===== src/rtl/seq_fsm_pkg.sv =====
// Shared definitions for the sequence-detector front end and detector FSMs:
// state encoding, default idle level and a constant clog2 helper.
package seq_fsm_pkg;

  typedef enum logic {
    S_IDLE  = 1'b0,
    S_SHIFT = 1'b1
  } state_e;

  localparam logic IDLE_BIT_DEFAULT = 1'b1;

  // Ceiling log2, intended for elaboration-time width calculations.
  function automatic int clog2(input int value);
    int result;
    result = 0;
    for (int i = 0; i < 32; i++) begin
      if ((64'd1 << i) < 64'(value)) begin
        result = i + 1;
      end else begin
        result = result;
      end
    end
    return result;
  endfunction

endpackage


===== src/rtl/seq_bit_serializer.sv =====
// Parallel-to-serial front end: WIDTH-bit words in over valid/ready, one bit per
// clock out on x, with a one-word holding buffer so consecutive words run gapless.
module seq_bit_serializer
  import seq_fsm_pkg::*;
#(
  parameter int   WIDTH     = 8,
  parameter bit   MSB_FIRST = 1'b1,
  parameter logic IDLE_BIT  = IDLE_BIT_DEFAULT
) (
  input  logic             clk,
  input  logic             reset,
  input  logic [WIDTH-1:0] din,
  input  logic             din_valid,
  output logic             din_ready,
  output logic             x,
  output logic             x_valid,
  output logic             frame_start,
  output logic             busy
);

  localparam int CW = (clog2(WIDTH) < 1) ? 1 : clog2(WIDTH);
  localparam logic [CW-1:0] CNT_LAST = CW'(WIDTH - 1);
  localparam int OUT_IDX = MSB_FIRST ? (WIDTH - 1) : 0;

  state_e           state_q, state_d;
  logic [CW-1:0]    cnt_q, cnt_d;
  logic [WIDTH-1:0] sh_q, sh_d;
  logic [WIDTH-1:0] hold_q, hold_d;
  logic             hold_full_q, hold_full_d;

  logic accept_s;
  logic last_s;
  logic free_s;

  assign din_ready = !hold_full_q;
  assign accept_s  = din_valid && din_ready;
  assign last_s    = (state_q == S_SHIFT) && (cnt_q == CNT_LAST);
  assign free_s    = (state_q == S_IDLE) || last_s;

  // Outputs decode from registers only, so din never reaches x combinationally.
  assign x           = (state_q == S_SHIFT) ? sh_q[OUT_IDX] : IDLE_BIT;
  assign x_valid     = (state_q == S_SHIFT);
  assign frame_start = (state_q == S_SHIFT) && (cnt_q == {CW{1'b0}});
  assign busy        = (state_q == S_SHIFT) || hold_full_q;

  // Next-state: buffered word has priority over a fresh word when the shifter frees up.
  always_comb begin
    state_d     = state_q;
    cnt_d       = cnt_q;
    sh_d        = sh_q;
    hold_d      = hold_q;
    hold_full_d = hold_full_q;

    if (free_s && hold_full_q) begin
      sh_d        = hold_q;
      hold_full_d = 1'b0;
      cnt_d       = {CW{1'b0}};
      state_d     = S_SHIFT;
    end else if (free_s && accept_s) begin
      sh_d    = din;
      cnt_d   = {CW{1'b0}};
      state_d = S_SHIFT;
    end else if (free_s) begin
      state_d = S_IDLE;
    end else begin
      sh_d  = MSB_FIRST ? (sh_q << 1'b1) : (sh_q >> 1'b1);
      cnt_d = cnt_q + CW'(1);
    end

    // A word arriving mid-shift parks in the holding buffer.
    if (accept_s && !free_s) begin
      hold_d      = din;
      hold_full_d = 1'b1;
    end else begin
      hold_d = hold_d;
    end
  end

  // State and datapath registers.
  always_ff @(posedge clk or negedge reset) begin
    if (!reset) begin
      state_q     <= S_IDLE;
      cnt_q       <= {CW{1'b0}};
      sh_q        <= {WIDTH{1'b0}};
      hold_q      <= {WIDTH{1'b0}};
      hold_full_q <= 1'b0;
    end else begin
      state_q     <= state_d;
      cnt_q       <= cnt_d;
      sh_q        <= sh_d;
      hold_q      <= hold_d;
      hold_full_q <= hold_full_d;
    end
  end

endmodule


===== config.mk =====
export PLATFORM = sky130hd
export DESIGN_NAME = seq_bit_serializer
export DESIGN_NICKNAME = d
export VERILOG_FILES = /design/src/rtl/seq_fsm_pkg.sv /design/src/rtl/seq_bit_serializer.sv
export SDC_FILE = /design/constraint.sdc
export NUM_CORES = 1
export LEC_CHECK = 0
export ABC_AREA = 1
export CELL_PAD_IN_SITES_DETAIL_PLACEMENT = 0
export CELL_PAD_IN_SITES_GLOBAL_PLACEMENT = 1
export CORE_MARGIN = 2
export CORE_UTILIZATION = 30
export CTS_CLUSTER_SIZE = 12
export DETAILED_ROUTE_END_ITERATION = 10
export PLACE_DENSITY = 0.74
export SYNTH_ARGS = -nofsm -noshare
export SYNTH_HDL_FRONTEND = slang
export SYNTH_SLANG_ARGS = --single-unit
export TNS_END_PERCENT = 5

===== constraint.sdc =====
create_clock -name clk -period 2 [get_ports clk]
set_input_delay 0.5 -clock clk [delete_from_list [all_inputs] [get_ports clk]]
set_output_delay 0.5 -clock clk [all_outputs]
set_load 0.02 [all_outputs]

==> run_results.csv, run 1 <==
group,metric,value,unit
status,status,"finished clean",
timing,rsz0062_at_grt,"false",
route,viasPerCell,4.31,
timing,period_needed,1880,ps
worst_setup_path,r2r_slack,370,ps
global_route,grt_usage,12.6,%
worst_setup_path,cp-endpoint,"busy",
layout,num-fill-cells,389,
power,vdd_drop_max,0.000403,V
layout,utilization,38.1,%
logic_synthesis,syn_inst,145,
worst_setup_path,cp_slowest_cell,"clkdlybuf4s50_1",
worst_setup_path,cpPeakStageDelay,590,ps
clocking,tritoncts,"done",
worst_setup_path,reg2reg_to,"cnt_q[2]",
layout,layout.nets,180,
worst_setup_path,path_max_fanout,4,
worst_setup_path,startpoint,"x_valid",
floorplanning,core_area,0.00361,mm2
floorplanning,die_w,65.0,um
power,combinationalPowerShare,39.5,%
timing,hold_viol,0,
timing,post-route-period-util,94.1,%
timing,setup_tns,0,ps
power,p_int,1010,uW
floorplanning,ios,16,
floorplanning,start_util,31.0,%
worst_setup_path,crit_path_end_kind,"primary output",
worst_setup_path,cp-start-kind,"flop",
hold_path,hp-class,"flop to flop",
worst_setup_path,r2r-start,"cnt_q[0]",
global_route,grt_pass1_vias,942,
global_route,grt-ovfl-total,0,
global_route,met1_usage,17.0,%
route,drt-initial-drc-count,29,
logic_synthesis,syn_nets,159,
power,pwr-share-seq,43.1,%
placement,dpl_cell_area,0.00133,mm2
clocking,cts_num_sinks,21,
placement,hpwl,1700,um
timing,setup_violations,0,
clocking,cts-root-buf,"clkbuf_8",
clocking,ctsResizeCount,2,
route,vias,919,
logic_synthesis,ys_seq_area_share,47.1,%
job,cap_viol_max_count,0,
route,drc,0,
clocking,htree_levels,1,
power,switching_share,37.1,%
global_route,antenna_found_initial,0,
timing,max_slew.worst_pin.slew,358,ps
worst_setup_path,r2r_cells,7,
global_route,grtUsageMet3,2.08,%
layout,design_area,0.00137,mm2
clocking,cts_made_buffers,3,
global_route,grt_pass1_wl,4150,um
power,power_frac_clock,17.5,%
clocking,cts_setup_buffers,0,
global_route,busiest_layer,"met2",
logic_synthesis,avgSynthCellArea,7.70,um2
layout,antennaDiodeCount,0,
logic_synthesis,syn-cell-area,0.00112,mm2
placement,portBuffers,15,
worst_setup_path,path_cells,"inv_1 > nand2_1 > clkdlybuf4s50_1",
logic_synthesis,ys_warn_count,0,
timing,slew_viol_final,0,
worst_setup_path,crit_arrival,1380,ps
timing,slew_headroom,76.1,%
timing,skew,5.80,ps
logic_synthesis,synth_cell_types,18,
global_route,grt_start_max_net_pins,22,
power,power.switching,594,uW
placement,routabilityCongestion,0.800,
route,drt_first_pass_iters,4,
clocking,path_clk_slew,80,ps
layout,area_delta_synth_final,23.0,%
floorplanning,die-area,0.00422,mm2
route,wl_per_cell,10.8,um
global_route,grtUsageMet2,20.1,%
logic_synthesis,ys_ff_latch,21,
route,ant_nets,0,
floorplanning,rows,22,
floorplanning,die_h,65.0,um
clocking,clock_path_buffers,2,
timing,max_freq,531,MHz
power,power_density,1170,mW/mm2
worst_setup_path,critPathRequiredTime,1500,ps
worst_setup_path,path_class,"flop to primary output",
power,leakage,0.000730,uW
clocking,hold_buffers,0,
clocking,clkLatencyLatePin,260,ps
layout,layout-drive-gt1-share,9.70,%
route,routed_wl,2290,um
-- cell families (layout without fill, tap and decap cells) --
logic type	Yosys count	count (layout)	synth area share [%]
adders and majority gates	3	3	3.36
buffers and inverters	22	42	9.53
and+or+nand+nor	94	94	37.4
AOI/OAI and AO/OA	5	5	2.58
DFF	21	21	47.1
-- cells in the mapped netlist (all sizes together) --
| master | number | area share, % |
|---|---|---|
| a21oi | 2 | 0.90 |
| a22o | 1 | 0.78 |
| buf | 5 | 3.8 |
| clkinv | 3 | 1.0 |
| dfrtp | 21 | 47 |
| ha | 3 | 3.4 |
| inv | 14 | 4.7 |
| nand2 | 57 | 20 |
| nand3 | 25 | 11 |
| nand3b | 5 | 3.4 |
| nor2 | 6 | 2.7 |
| o21ai | 2 | 0.90 |
| or2 | 1 | 0.56 |
-- registers in the layout (all words and copies together), names as in the netlist --
register / count
cnt_q: 3
hold_full_q: 1
hold_q: 8
sh_q: 8
x_valid: 1
-- metal layers --
metal,wire (um),vias to the layer above,part of all wire (%)
met5,0,-,0
met4,31,0,1.4
met3,63,2,2.7
met2,1030,11,45
met1,1170,415,51
li1,-,491,-
-- critical path, delay by kind of cell, from the launching register on --
kind          cells  cell delay [ps]
buf+inv           2              660
flops             1              410
simple gates      1               50
-- final cells by class --
| cell class | count | area (um2) | share of cell area, % |
|---|---|---|---|
| clock buffers | 3 | 41.3 | 3.01 |
| well taps | 48 | 60.1 | 4.38 |
| multi-input cells | 102 | 484 | 35.3 |
| clock inverters | 1 | 5.00 | 0.365 |
| repair buffers | 21 | 193 | 14.0 |
| inverters | 17 | 63.8 | 4.65 |
| flip-flops and latches | 21 | 526 | 38.3 |
-- power by group through the flow --
| stage | clock (uW) | sequential, uW | combinational (uW) |
|---|---|---|---|
| 2_1_floorplan | 0 | 676 | 471 |
| 3_3_place_gp | 0 | 691 | 647 |
| 3_5_place_dp | 0 | 689 | 666 |
| 4_1_cts | 289 | 688 | 645 |
| 5_1_grt | 303 | 710 | 741 |
| 6_report | 280 | 690 | 632 |
-- worst min path at each step --
stage,start,end,slack (ps),cells after the start
2_1_floorplan,reset,cnt_q[0],200,0
3_3_place_gp,hold_q[6],hold_q[6],450,2
3_5_place_dp,hold_q[4],hold_q[4],450,2
4_1_cts,hold_q[4],hold_q[4],470,2
5_1_grt,hold_q[0],hold_q[0],490,2
6_report,hold_q[4],hold_q[4],470,2
-- cells in the final DEF (no fill, tap or decap), types with 2 or more instances in the layout --
cell,count
nand2_1,55
nand3_1,25
dfrtp_1,21
clkdlybuf4s50_1,13
inv_1,12
buf_4,6
nor2_1,5
nand3b_1,5
clkinv_1,3
ha_1,3
clkbuf_8,3
nand2_2,2
inv_2,2
a21oi_1,2
o21ai_0,2
dlygate4sd2_1,2
-- metrics by stage --
stage               total power, uW  hold WS [ps]  setup WS, ps  cells
floorplan                      1150           204           552    145
global placement               1340           446           183    209
detailed placement             1350           454           159    209
CTS                            1620           475           107    213
global route                   1750           493          62.4    213
finish                         1600           471           117    213
No activity file was read; power rests on OpenSTA's default activity.
==> run 2, diff against run 1 <==
--- a/config.mk
+++ b/config.mk
@@ -10,7 +10,7 @@
 export CELL_PAD_IN_SITES_GLOBAL_PLACEMENT = 1
 export CORE_MARGIN = 2
 export CORE_UTILIZATION = 30
-export CTS_CLUSTER_SIZE = 12
+export CTS_CLUSTER_SIZE = 14
 export DETAILED_ROUTE_END_ITERATION = 10
 export PLACE_DENSITY = 0.74
 export SYNTH_ARGS = -nofsm -noshare
==> constraint.sdc (replaced) <==
create_clock -name clk -period 2 [get_ports clk]
set_input_delay 0.5 -clock clk [delete_from_list [all_inputs] [get_ports clk]]
set_output_delay 0.5 -clock clk [all_outputs]
set_load 0.05 [all_outputs]
==> run_results.csv, run 2 (same netlist as run 1, synthesis figures left out) <==
group,metric,value,unit
route,ant_nets,0,
timing,setup_tns,0,ps
layout,final_common_cell,"nand2_1",
layout,design_area,0.00138,mm2
route,drt_first_pass_iters,4,
timing,hold_viol,0,
timing,setup_violations,0,
clocking,hold_buffers,0,
timing,hold_ws,482,ps
placement,routabilityCongestion,0.799,
layout,final_cell_mix,"nand2_1, nand3_1, dfrtp_1",
route,wl_per_cell,11.3,um
power,power_density,1250,mW/mm2
clocking,path_clk_slew,70,ps
floorplanning,ios,16,
worst_setup_path,crit_path_end_kind,"primary output",
worst_setup_path,path_max_fanout,12,
timing,skew,1.01,ps
floorplanning,rows,22,
power,leakage,0.000731,uW
timing,rsz0062_at_grt,"false",
timing,max_freq,551,MHz
timing,post-route-period-util,90.7,%
route,drc,0,
timing,slew_viol_final,0,
route,viasPerCell,4.45,
worst_setup_path,crit_arrival,1310,ps
layout,layout.nets,178,
floorplanning,die_h,65.0,um
clocking,cts_setup_buffers,0,
floorplanning,start_util,31.0,%
route,vias,940,
placement,portBuffers,15,
layout,area_delta_synth_final,24.0,%
floorplanning,die_w,65.0,um
worst_setup_path,path_class,"flop to primary output",
clocking,ctsResizeCount,0,
timing,max_slew.worst_pin.slew,414,ps
floorplanning,core_area,0.00361,mm2
global_route,grt-ovfl-total,0,
hold_path,hp-class,"flop to flop",
timing,period_needed,1810,ps
power,vdd_drop_max,0.000352,V
worst_setup_path,cp-start-kind,"flop",
clocking,tritoncts,"done",
layout,reg_top3,"hold_q (8), sh_q (8), cnt_q (3)",
placement,hpwl,1810,um
job,cap_viol_max_count,0,
route,routed_wl,2380,um
clocking,cts_num_sinks,21,
layout,layout-drive-gt1-share,11.0,%
status,status,"finished clean",
clocking,clock_path_buffers,2,
timing,slew_headroom,72.4,%
global_route,grt_pass1_vias,942,
worst_setup_path,critPathRequiredTime,1500,ps
floorplanning,die-area,0.00422,mm2
clocking,cts-root-buf,"clkbuf_8",
layout,antennaDiodeCount,0,
clocking,clkLatencyLatePin,260,ps
route,drt-initial-drc-count,41,
clocking,htree_levels,1,
global_route,grt_start_max_net_pins,22,
global_route,grt_usage,13.0,%
clocking,cts_made_buffers,3,
global_route,grt_pass1_wl,4260,um
global_route,antenna_found_initial,0,
placement,dpl_cell_area,0.00134,mm2
## run 2: area by class of cell
class	instances	area, um2
inverter	17	63.8
tap	48	60.1
timing repair buffer	19	205
sequential	21	526
clock buffer	4	45.0
fill	379	2220
multi-input combinational	102	484
## run 2: final timing paths
check                            start         to  slack, ps  depth (start not counted)
setup reg to reg              cnt_q[0]  hold_q[1]        330                          9
setup / recovery           hold_full_q       busy        190                          3
max in group asynchronous        reset  hold_q[3]       1200                          2
hold reg to reg              hold_q[0]  hold_q[0]        480                          2
min in group asynchronous        reset    sh_q[7]        590                          2
hold / removal               hold_q[0]  hold_q[0]        480                          2
## run 2: per-layer routing
| layer | GRT usage, % | vias up | part of all wire [%] | wire [um] |
|---|---|---|---|---|
| li1 | - | 490 | - | - |
| met1 | 17.3 | 434 | 50 | 1190 |
| met2 | 20.6 | 12 | 45 | 1070 |
| met3 | 2.08 | 4 | 2.9 | 68 |
| met4 | 6.38 | 0 | 2.3 | 55 |
| met5 | 0 | - | 0 | 0 |
## run 2: where the power goes
part	total, uW	switching, uW	internal (uW)
Sequential	717	116	601
Combinational	731	425	305
Clock	280	138	142
Total	1730	679	1050
## run 2: worst max-delay path, cell delays in order (launching register included)
cell	delay (ps)
dfrtp_1	600
inv_1	160
nand2_1	150
buf_12	140
## run 2: through the flow
stage,power [uW],cells,utilization [%],setup slack (ps)
6_report,1730,211,38.4,187
2_1_floorplan,1220,145,-,95.3
4_1_cts,1750,211,38.4,174
3_3_place_gp,1440,207,37.1,231
3_5_place_dp,1470,207,37.1,196
5_1_grt,1880,211,38.4,105
==> run 3, diff against run 2 <==
--- a/config.mk
+++ b/config.mk
@@ -13,6 +13,7 @@
 export CTS_CLUSTER_SIZE = 14
 export DETAILED_ROUTE_END_ITERATION = 10
 export PLACE_DENSITY = 0.74
+export SKIP_LAST_GASP = 1
 export SYNTH_ARGS = -nofsm -noshare
 export SYNTH_HDL_FRONTEND = slang
 export SYNTH_SLANG_ARGS = --single-unit
==> results of run 3 <==
Final layout, timing and power as in run 2 (identical DEF).
